==> src/rtl/decode_stage.sv <==
// Registered decode stage with an ID/EX handshake register, load-use stall and flush.
// Optional write-back bypass into the held operands: define DECODE_WB_BYPASS_EN.

package decode_pkg;

    typedef struct packed {
        logic [3:0] alu_op;
        logic       use_imm;
        logic       reg_write;
        logic       mem_read;
        logic       mem_write;
        logic       branch;
        logic       jump;
        logic       illegal;
    } control_t;

endpackage

module decoder
    import decode_pkg::*;
#(
    parameter int XLEN = 64
) (
    input  logic [31:0]     i_instr,
    output control_t        o_ctl,
    output logic [XLEN-1:0] o_imm
);

    logic [6:0] w_opcode;
    logic [2:0] w_funct3;

    assign w_opcode = i_instr[6:0];
    assign w_funct3 = i_instr[14:12];

    always_comb begin
        o_ctl   = '0;
        o_imm   = '0;
        unique case (w_opcode)
            7'b0000011: begin
                o_ctl.use_imm   = 1'b1;
                o_ctl.reg_write = 1'b1;
                o_ctl.mem_read  = 1'b1;
                o_imm = {{(XLEN-12){i_instr[31]}}, i_instr[31:20]};
            end
            7'b0100011: begin
                o_ctl.use_imm   = 1'b1;
                o_ctl.mem_write = 1'b1;
                o_imm = {{(XLEN-12){i_instr[31]}}, i_instr[31:25], i_instr[11:7]};
            end
            // Shift-right-immediate uses bit 30 to pick arithmetic vs logical.
            7'b0010011: begin
                o_ctl.use_imm   = 1'b1;
                o_ctl.reg_write = 1'b1;
                o_ctl.alu_op    = {(w_funct3 == 3'b101) & i_instr[30], w_funct3};
                o_imm = {{(XLEN-12){i_instr[31]}}, i_instr[31:20]};
            end
            7'b0110011: begin
                o_ctl.reg_write = 1'b1;
                o_ctl.alu_op    = {i_instr[30], w_funct3};
            end
            7'b1100011: begin
                o_ctl.branch = 1'b1;
                o_ctl.alu_op = {1'b0, w_funct3};
                o_imm = {{(XLEN-13){i_instr[31]}}, i_instr[31], i_instr[7],
                         i_instr[30:25], i_instr[11:8], 1'b0};
            end
            7'b1101111: begin
                o_ctl.jump      = 1'b1;
                o_ctl.reg_write = 1'b1;
                o_imm = {{(XLEN-21){i_instr[31]}}, i_instr[31], i_instr[19:12],
                         i_instr[20], i_instr[30:21], 1'b0};
            end
            7'b1100111: begin
                o_ctl.jump      = 1'b1;
                o_ctl.use_imm   = 1'b1;
                o_ctl.reg_write = 1'b1;
                o_imm = {{(XLEN-12){i_instr[31]}}, i_instr[31:20]};
            end
            7'b0110111, 7'b0010111: begin
                o_ctl.use_imm   = 1'b1;
                o_ctl.reg_write = 1'b1;
                o_imm = {{(XLEN-32){i_instr[31]}}, i_instr[31:12], 12'b0};
            end
            default: o_ctl.illegal = 1'b1;
        endcase
    end

endmodule

module decode_stage
    import decode_pkg::*;
#(
    parameter int XLEN   = 64,
    parameter int REG_AW = 5
) (
    input  logic              clk,
    input  logic              reset,
    input  logic              flush,
    input  logic              in_valid,
    output logic              in_ready,
    input  logic [XLEN-1:0]   in_pc,
    input  logic [31:0]       in_instr,
    output logic [REG_AW-1:0] ra1,
    output logic [REG_AW-1:0] ra2,
    input  logic [XLEN-1:0]   rd1,
    input  logic [XLEN-1:0]   rd2,
    input  logic              wb_en,
    input  logic [REG_AW-1:0] wb_dst,
    input  logic [XLEN-1:0]   wb_data,
    output logic              out_valid,
    input  logic              out_ready,
    output logic [XLEN-1:0]   out_pc,
    output logic [31:0]       out_instr,
    output control_t          out_ctl,
    output logic [XLEN-1:0]   out_imm,
    output logic [REG_AW-1:0] out_rs1,
    output logic [REG_AW-1:0] out_rs2,
    output logic [REG_AW-1:0] out_dst,
    output logic [XLEN-1:0]   out_srca,
    output logic [XLEN-1:0]   out_srcb
);

    localparam logic [6:0] OP_LOAD = 7'b0000011;

    logic              r_valid;
    logic [XLEN-1:0]   r_pc;
    logic [31:0]       r_instr;
    control_t          r_ctl;
    logic [XLEN-1:0]   r_imm;
    logic [REG_AW-1:0] r_rs1;
    logic [REG_AW-1:0] r_rs2;
    logic [REG_AW-1:0] r_dst;
    logic [XLEN-1:0]   r_srca;
    logic [XLEN-1:0]   r_srcb;

    logic [REG_AW-1:0] w_rs1;
    logic [REG_AW-1:0] w_rs2;
    logic [REG_AW-1:0] w_dst;
    control_t          w_ctl;
    logic [XLEN-1:0]   w_imm;
    logic              w_haz;
    logic              w_accept;
    logic [XLEN-1:0]   w_srca;
    logic [XLEN-1:0]   w_srcb;

    assign w_rs1 = in_instr[19:15];
    assign w_rs2 = in_instr[24:20];
    assign w_dst = in_instr[11:7];
    assign ra1   = w_rs1;
    assign ra2   = w_rs2;

    decoder #(.XLEN(XLEN)) u_decoder (
        .i_instr (in_instr),
        .o_ctl   (w_ctl),
        .o_imm   (w_imm)
    );

    // A held load whose destination feeds the offered instruction blocks it for one cycle.
    assign w_haz = r_valid & (r_instr[6:0] == OP_LOAD) & (r_dst != '0)
                 & ((r_dst == w_rs1) | (r_dst == w_rs2));

    assign in_ready = !flush & !w_haz & (!r_valid | out_ready);
    assign w_accept = in_valid & in_ready;

    always_comb begin
        w_srca = rd1;
        w_srcb = rd2;
`ifdef DECODE_WB_BYPASS_EN
        if (wb_en && (wb_dst != '0) && (wb_dst == w_rs1)) w_srca = wb_data;
        if (wb_en && (wb_dst != '0) && (wb_dst == w_rs2)) w_srcb = wb_data;
`endif
        if (w_rs1 == '0) w_srca = '0;
        if (w_rs2 == '0) w_srcb = '0;
    end

`ifndef DECODE_WB_BYPASS_EN
    logic w_unused_wb;
    assign w_unused_wb = ^{wb_en, wb_dst, wb_data};
`endif

    always_ff @(posedge clk) begin
        if (reset) begin
            r_valid <= 1'b0;
            r_pc    <= '0;
            r_instr <= '0;
            r_ctl   <= '0;
            r_imm   <= '0;
            r_rs1   <= '0;
            r_rs2   <= '0;
            r_dst   <= '0;
            r_srca  <= '0;
            r_srcb  <= '0;
        end else if (flush) begin
            r_valid <= 1'b0;
        end else if (w_accept) begin
            r_valid <= 1'b1;
            r_pc    <= in_pc;
            r_instr <= in_instr;
            r_ctl   <= w_ctl;
            r_imm   <= w_imm;
            r_rs1   <= w_rs1;
            r_rs2   <= w_rs2;
            r_dst   <= w_dst;
            r_srca  <= w_srca;
            r_srcb  <= w_srcb;
        end else begin
            if (r_valid && out_ready) r_valid <= 1'b0;
`ifdef DECODE_WB_BYPASS_EN
            // wb_dst != 0 also keeps x0 operands pinned at zero.
            if (r_valid && wb_en && (wb_dst != '0) && (wb_dst == r_rs1)) r_srca <= wb_data;
            if (r_valid && wb_en && (wb_dst != '0) && (wb_dst == r_rs2)) r_srcb <= wb_data;
`endif
        end
    end

    assign out_valid = r_valid;
    assign out_pc    = r_pc;
    assign out_instr = r_instr;
    assign out_ctl   = r_ctl;
    assign out_imm   = r_imm;
    assign out_rs1   = r_rs1;
    assign out_rs2   = r_rs2;
    assign out_dst   = r_dst;
    assign out_srca  = r_srca;
    assign out_srcb  = r_srcb;

endmodule

==> config.mk <==
export PLATFORM = sky130hd
export DESIGN_NAME = decode_stage
export DESIGN_NICKNAME = d
export VERILOG_FILES = /design/src/rtl/decode_stage.sv
export SDC_FILE = /design/constraint.sdc
export NUM_CORES = 1
export LEC_CHECK = 0
export CORE_AREA = 4 4 241 243
export CTS_BUF_LIST = sky130_fd_sc_hd__clkbuf_16
export DETAILED_ROUTE_END_ITERATION = 6
export DIE_AREA = 0 0 245 247
export PLACE_DENSITY = 0.54
export SYNTH_ARGS = -nofsm -noshare
export SYNTH_HDL_FRONTEND = slang
export SYNTH_SLANG_ARGS = --single-unit
==> constraint.sdc <==
create_clock -name clk -period 2.25 [get_ports clk]
set_clock_uncertainty 0.05 [all_clocks]
set_input_delay 0.3375 -clock clk [delete_from_list [all_inputs] [get_ports clk]]
set_output_delay 0.3375 -clock clk [all_outputs]
set_load 0.05 [all_outputs]
## Yosys cells after proc, flatten, opt, wreduce, memory -nomap -nowiden

Cells that the tools add are included.

| word-level totals | value |
|---|---|
| output and inout bits | 326 |
| flip-flop bits (word level) | 315 |
| word-level logic and storage cells | 69 |
| bits of input ports | 299 |

| operators by class | value |
|---|---|
| muxes and demuxes | 13 |
| reductions and logical operators | 16 |
| equal/unequal tests | 13 |
| bitwise gates (word level) | 10 |

Operators with widths:

| kind | number |
|---|---|
| 64-bit case mux with 5 select lines | 1 |
| 64-bit 2-to-1 mux | 2 |
| 7-bit by 6-bit == test with 1-bit output (second input constant) | 3 |
| 7-bit == test (second input constant) | 3 |
| 7-bit by 2-bit == test with 1-bit output (second input constant) | 2 |
| 7-bit by 5-bit == test with 1-bit output (second input constant) | 2 |
| 4-bit case mux with 3 select lines | 1 |
| 5-bit == test | 2 |
| 5-bit zero test | 2 |
| 1-bit 2-to-1 mux | 9 |
| 9-bit OR reduction | 1 |
| 1-bit AND | 7 |
| 7-bit OR reduction | 1 |
| 2-bit OR reduction | 3 |
| 6-bit OR reduction | 1 |
| 5-bit nonzero test | 1 |
| 3-bit == test (second input constant) | 1 |
| 1-bit zero test | 3 |
| 3-bit OR reduction | 1 |
| 1-bit OR | 2 |
| 2-bit AND reduction | 1 |
| 2-bit nonzero test | 1 |
| 1-bit logical AND | 1 |
| 1-bit inverter | 1 |

## Depth between registers and ports, before layout

| depth | value |
|---|---|
| word-level depth | 9 |
| gate-level depth with buffers | 8 |
| depth with buffers taken out | 5 |

## Modules after synthesis

Synthesis repeated with hierarchy kept, for this count alone.

| second synthesis, totals | value |
|---|---|
| cell total of the unflattened synthesis | 1932 |
| area, all modules | 16550.9 µm² |

Modules (own cells, without submodules):

| module | area an instance (µm²) | instances | seq. area each (µm²) | cells each |
|---|---|---|---|---|
| decode_stage | 15665.0 | 1 | 6005.8 | 1806 |
| decoder | 885.8 | 1 | 0.0 | 126 |

## Least setup slack after synthesis

No wires, ideal clock.

| timing | value |
|---|---|
| kind | register -> output |
| start | reg out_instr[7] (netlist name) |
| end | out in_ready |
| required time | 1862 ps |
| path buffers | 1 |
| data arrival time | 2431 ps |
| slack | -568 ps |
| cell stages (with the launch flop) | 6 |
| cell sequence | dfxtp_1 xnor2_1 nand3_1 o22ai_1 clkbuf_1 a21boi_0 |

RTL lines:

| element | line | RTL |
|---|---|---|
| to (decl) | 100 | `output logic in_ready,` |

## Worst setup path in the final report

| timing | value |
|---|---|
| start | reg r_instr[4] (netlist: out_instr[4]) |
| end | out in_ready |

| on the way | value |
|---|---|
| word-level cells in the longest chain between the ends | 7 |

Ends and longest elaborated chain:

| element | line | RTL |
|---|---|---|
| from (decl) | 127 | `logic [31:0] r_instr;` |
| from (signal assigned) | 198 | `r_instr <= in_instr;` |
| 7-bit by 2-bit == test with 1-bit output | 159 | `assign w_haz = r_valid & (r_instr[6:0] == OP_LOAD) & (r_dst != '0)` |
| 1-bit AND (2 in series) | 159 |  |
| 1-bit AND | 160 | `& ((r_dst == w_rs1) \| (r_dst == w_rs2));` |
| 1-bit zero test | 162 | `assign in_ready = !flush & !w_haz & (!r_valid \| out_ready);` |
| 1-bit AND (2 in series) | 162 |  |

No other way between the ends.

==> flow_summary.ini <==
[critical_path]
arrival_ns = 2.01
reg2regPathDepth = 10
cp_cell_sequence = nor4b_4, nand4_1, a21oi_2, buf_6, buf_12, a21boi_4, buf_6
cpMostUsedCell = buf_6
critPathMaxStageDelay_ns = 0.35
crit_type = reg -> out
crit_required_ns = 1.86
setup.worst_path.start_class = flip-flop
cp_slowest_cell = dfxtp_4
path_max_fanout = 2
cp-end-kind = primary output

[detailed_routing]
vias_per_cell = 4.139
dr.pass1.iters = 5
routed-via-count = 11000
drtAntennaViolNets = 0
wl_per_cell_um = 17.37
drtIter0Drc = 258
wirelength_um = 46160
drt_drc_violations_left = 0

[yosys]
syn-cell-area_mm2 = 0.01262
synth_top_area_share_pct = 42.52
async_flop_share_pct = 0
yosysMostFrequentCell = nand2b_1
ys_types = 46
synth_seq_cells = 268
yosys-top-cells-count = 339 x nand2b_1, 268 x dfxtp_1, 238 x mux2i_1, 146 x nand2_1, 64 x clkbuf_1
synth_area_leader_cell = dfxtp_1
ys_dominant_reg_cell = dfxtp_1
netlist_instances = 1328
syn_area_per_cell_um2 = 9.502
synth_edf_count = 0
ys_seq_area_share_pct = 42.52
yosysWarnings = 0
synth_area_leaders = dfxtp_1 43%, mux2i_1 19%, nand2b_1 17%, nand2_1 4.3%, buf_4 3.7%
synth_nets = 1627

[placement]
hpwlAfterDp_um = 34930
placed_cell_area_mm2 = 0.01969
place_ws_ns = -0.2327
gp_congestion = 0.8182
io_buffer_count = 554
dp.cells = 2585

[die]
initial_core_util_pct = 22.55
core-area_mm2 = 0.05595
dieArea_mm2 = 0.06052
die_w_um = 245
rows = 87
num_io_pins = 625
fp.dieH_um = 247

[global_routing]
grt_max_degree = 122
grt_overflow = 0
antenna_found_initial = 1
first_global_vias = 11650
grt_pass1_wl_um = 69040
grt.total_usage_pct = 14.53

[clock_tree]
clock_latency_ns = 0.53
clkTransAtPathRegs_ns = 0.05
cts_max_path_buffers = 3
cts_tree = yes
clkSinkCount = 268
cts-htree-levels = 2
cts_root_buf = clkbuf_16
numCtsBuffers = 36

[outcome]
violations = setup timing
status = finished with violations

[power_and_ir_drop]
peakVddDrop_uv = 556.4
fin_total_pwr_mw = 13.50
powerDensity_mw_per_mm2 = 645.5
leakagePower_nw = 8.476

[cells_and_area]
final_nets = 2174
stdcell_count = 2657
drive_above_1_share_pct = 12.53
nFillCells = 5628
multiInputGateArea_mm2 = 0.006312
final-seq-area_mm2 = 0.005376
design_area_mm2 = 0.02091
area_growth_pct = 65.74

[sta]
slew-limit-headroom_pct = 59.65
slew_violations = 0
finalHoldViolCount = 0
timing.final.crit_period_ns = 2.394
rsz0062_at_grt = yes
fmax_ghz = 0.4176
tightestPinTransition_ns = 0.6033
setup_slack_ns = -0.1445
finalSetupTns_ns = -0.1445
fin_crit_sh_pct = 106.4
setup_violations = 1

[flow_run]
maxCapViolCount = 0

[worst_hold_path]
min_path_cells = 2
hold_class = in -> reg
## worst max-delay path: cells and delay by family (launching register included)
family,cells,cell delay [ns]
AND/OR/NAND/NOR,2,0.49
buffers and inverters,3,0.38
flip-flops,1,0.35
AO/OA/AOI/OAI,2,0.26
## sequential cells by signal, summed over array words and instances (netlist names)
signal and flops:
out_ctl 11, out_imm 32, out_instr 32, out_pc 64
out_srca 64, out_srcb 64, out_valid 1
## cells in the final DEF (no fill, tap or decap), drive strengths merged, types with 9 or more instances in the layout
cell / instances
nor2b: 12
inv: 26
nand2b: 339
nand2: 146
clkbuf: 38
buf: 167
a22o: 11
a211oi: 33
nor2: 9
mux2i: 238
clkdlybuf4s50: 488
clkinv: 18
dfxtp: 268
nor3: 10
mux2: 10
xnor2: 10
## cells by family (layout without fill, tap and decap cells)
logic type                after synthesis  after routing  synth area share, %
muxes                                 248            248                19.77
other                                   0              1                    0
xor gates and xnor gates               10             10               0.6941
DFF                                   268            268                42.52
AOI/OAI and AO/OA                      85             85                5.136
buffers and inverters                 177            749                8.091
and+or+nand+nor                       540            540                23.79
## cell type report
cell class	instances	area share, %
multi-input combinational	883	30.18
sequential	268	25.71
inverter	22	0.3949
antenna	1	0.01197
timing repair buffer	664	33.95
clock buffer	37	4.427
clock inverter	26	0.8017
tap	756	4.523
## path summary, 6_finish.rpt
path / endpoint / startpoint / slack (ns)
worst max-delay path: in_ready / out_instr[4] / -0.14
worst min-delay path: out_imm[30] / reset / 0.19
worst max register to register: out_pc[22] / out_instr[8] / 0.09
worst min register to register: out_imm[13] / out_imm[13] / 0.41
## metrics by stage
| step | util, % | hold slack (ns) |
|---|---|---|
| global route | 37.38 | 0.2087 |
| global placement | 35.18 | 0.3987 |
| detailed placement | 35.18 | 0.4019 |
| CTS | 37.34 | 0.1668 |
| floorplan | - | 0.3660 |
| finish | 37.38 | 0.1934 |
## power breakdown
part           switching, mW  total [mW]  internal [mW]  leakage (nW)
clock network           2.17        5.36           3.19         0.553
logic                   1.69        3.01           1.32          5.73
registers              0.146        5.13           4.99          2.19
total                   4.01        13.5           9.49          8.48
## timing repair
item | in CTS | in global routing
buffers inserted | 5 | 1
endpoints found under the hold margin | 0 | 0
pin swaps | 4 | 1
endpoints found under the setup margin | 9 | 59
hold buffers | 0 | 0
gates cloned | 2 | 0
gates resized for setup | 19 | 3
## metal layers
| layer | global-route usage, % | vias up | wire length, um |
|---|---|---|---|
| met3 | 6.127 | 55 | 4675 |
| li1 | - | 5412 | - |
| met4 | 3.893 | 0 | 1090 |
| met2 | 24.71 | 428 | 21500 |
| met5 | 0 | - | 0 |
| met1 | 16.86 | 5102 | 18890 |
Note: power is estimated with default switching activity, not from simulation.
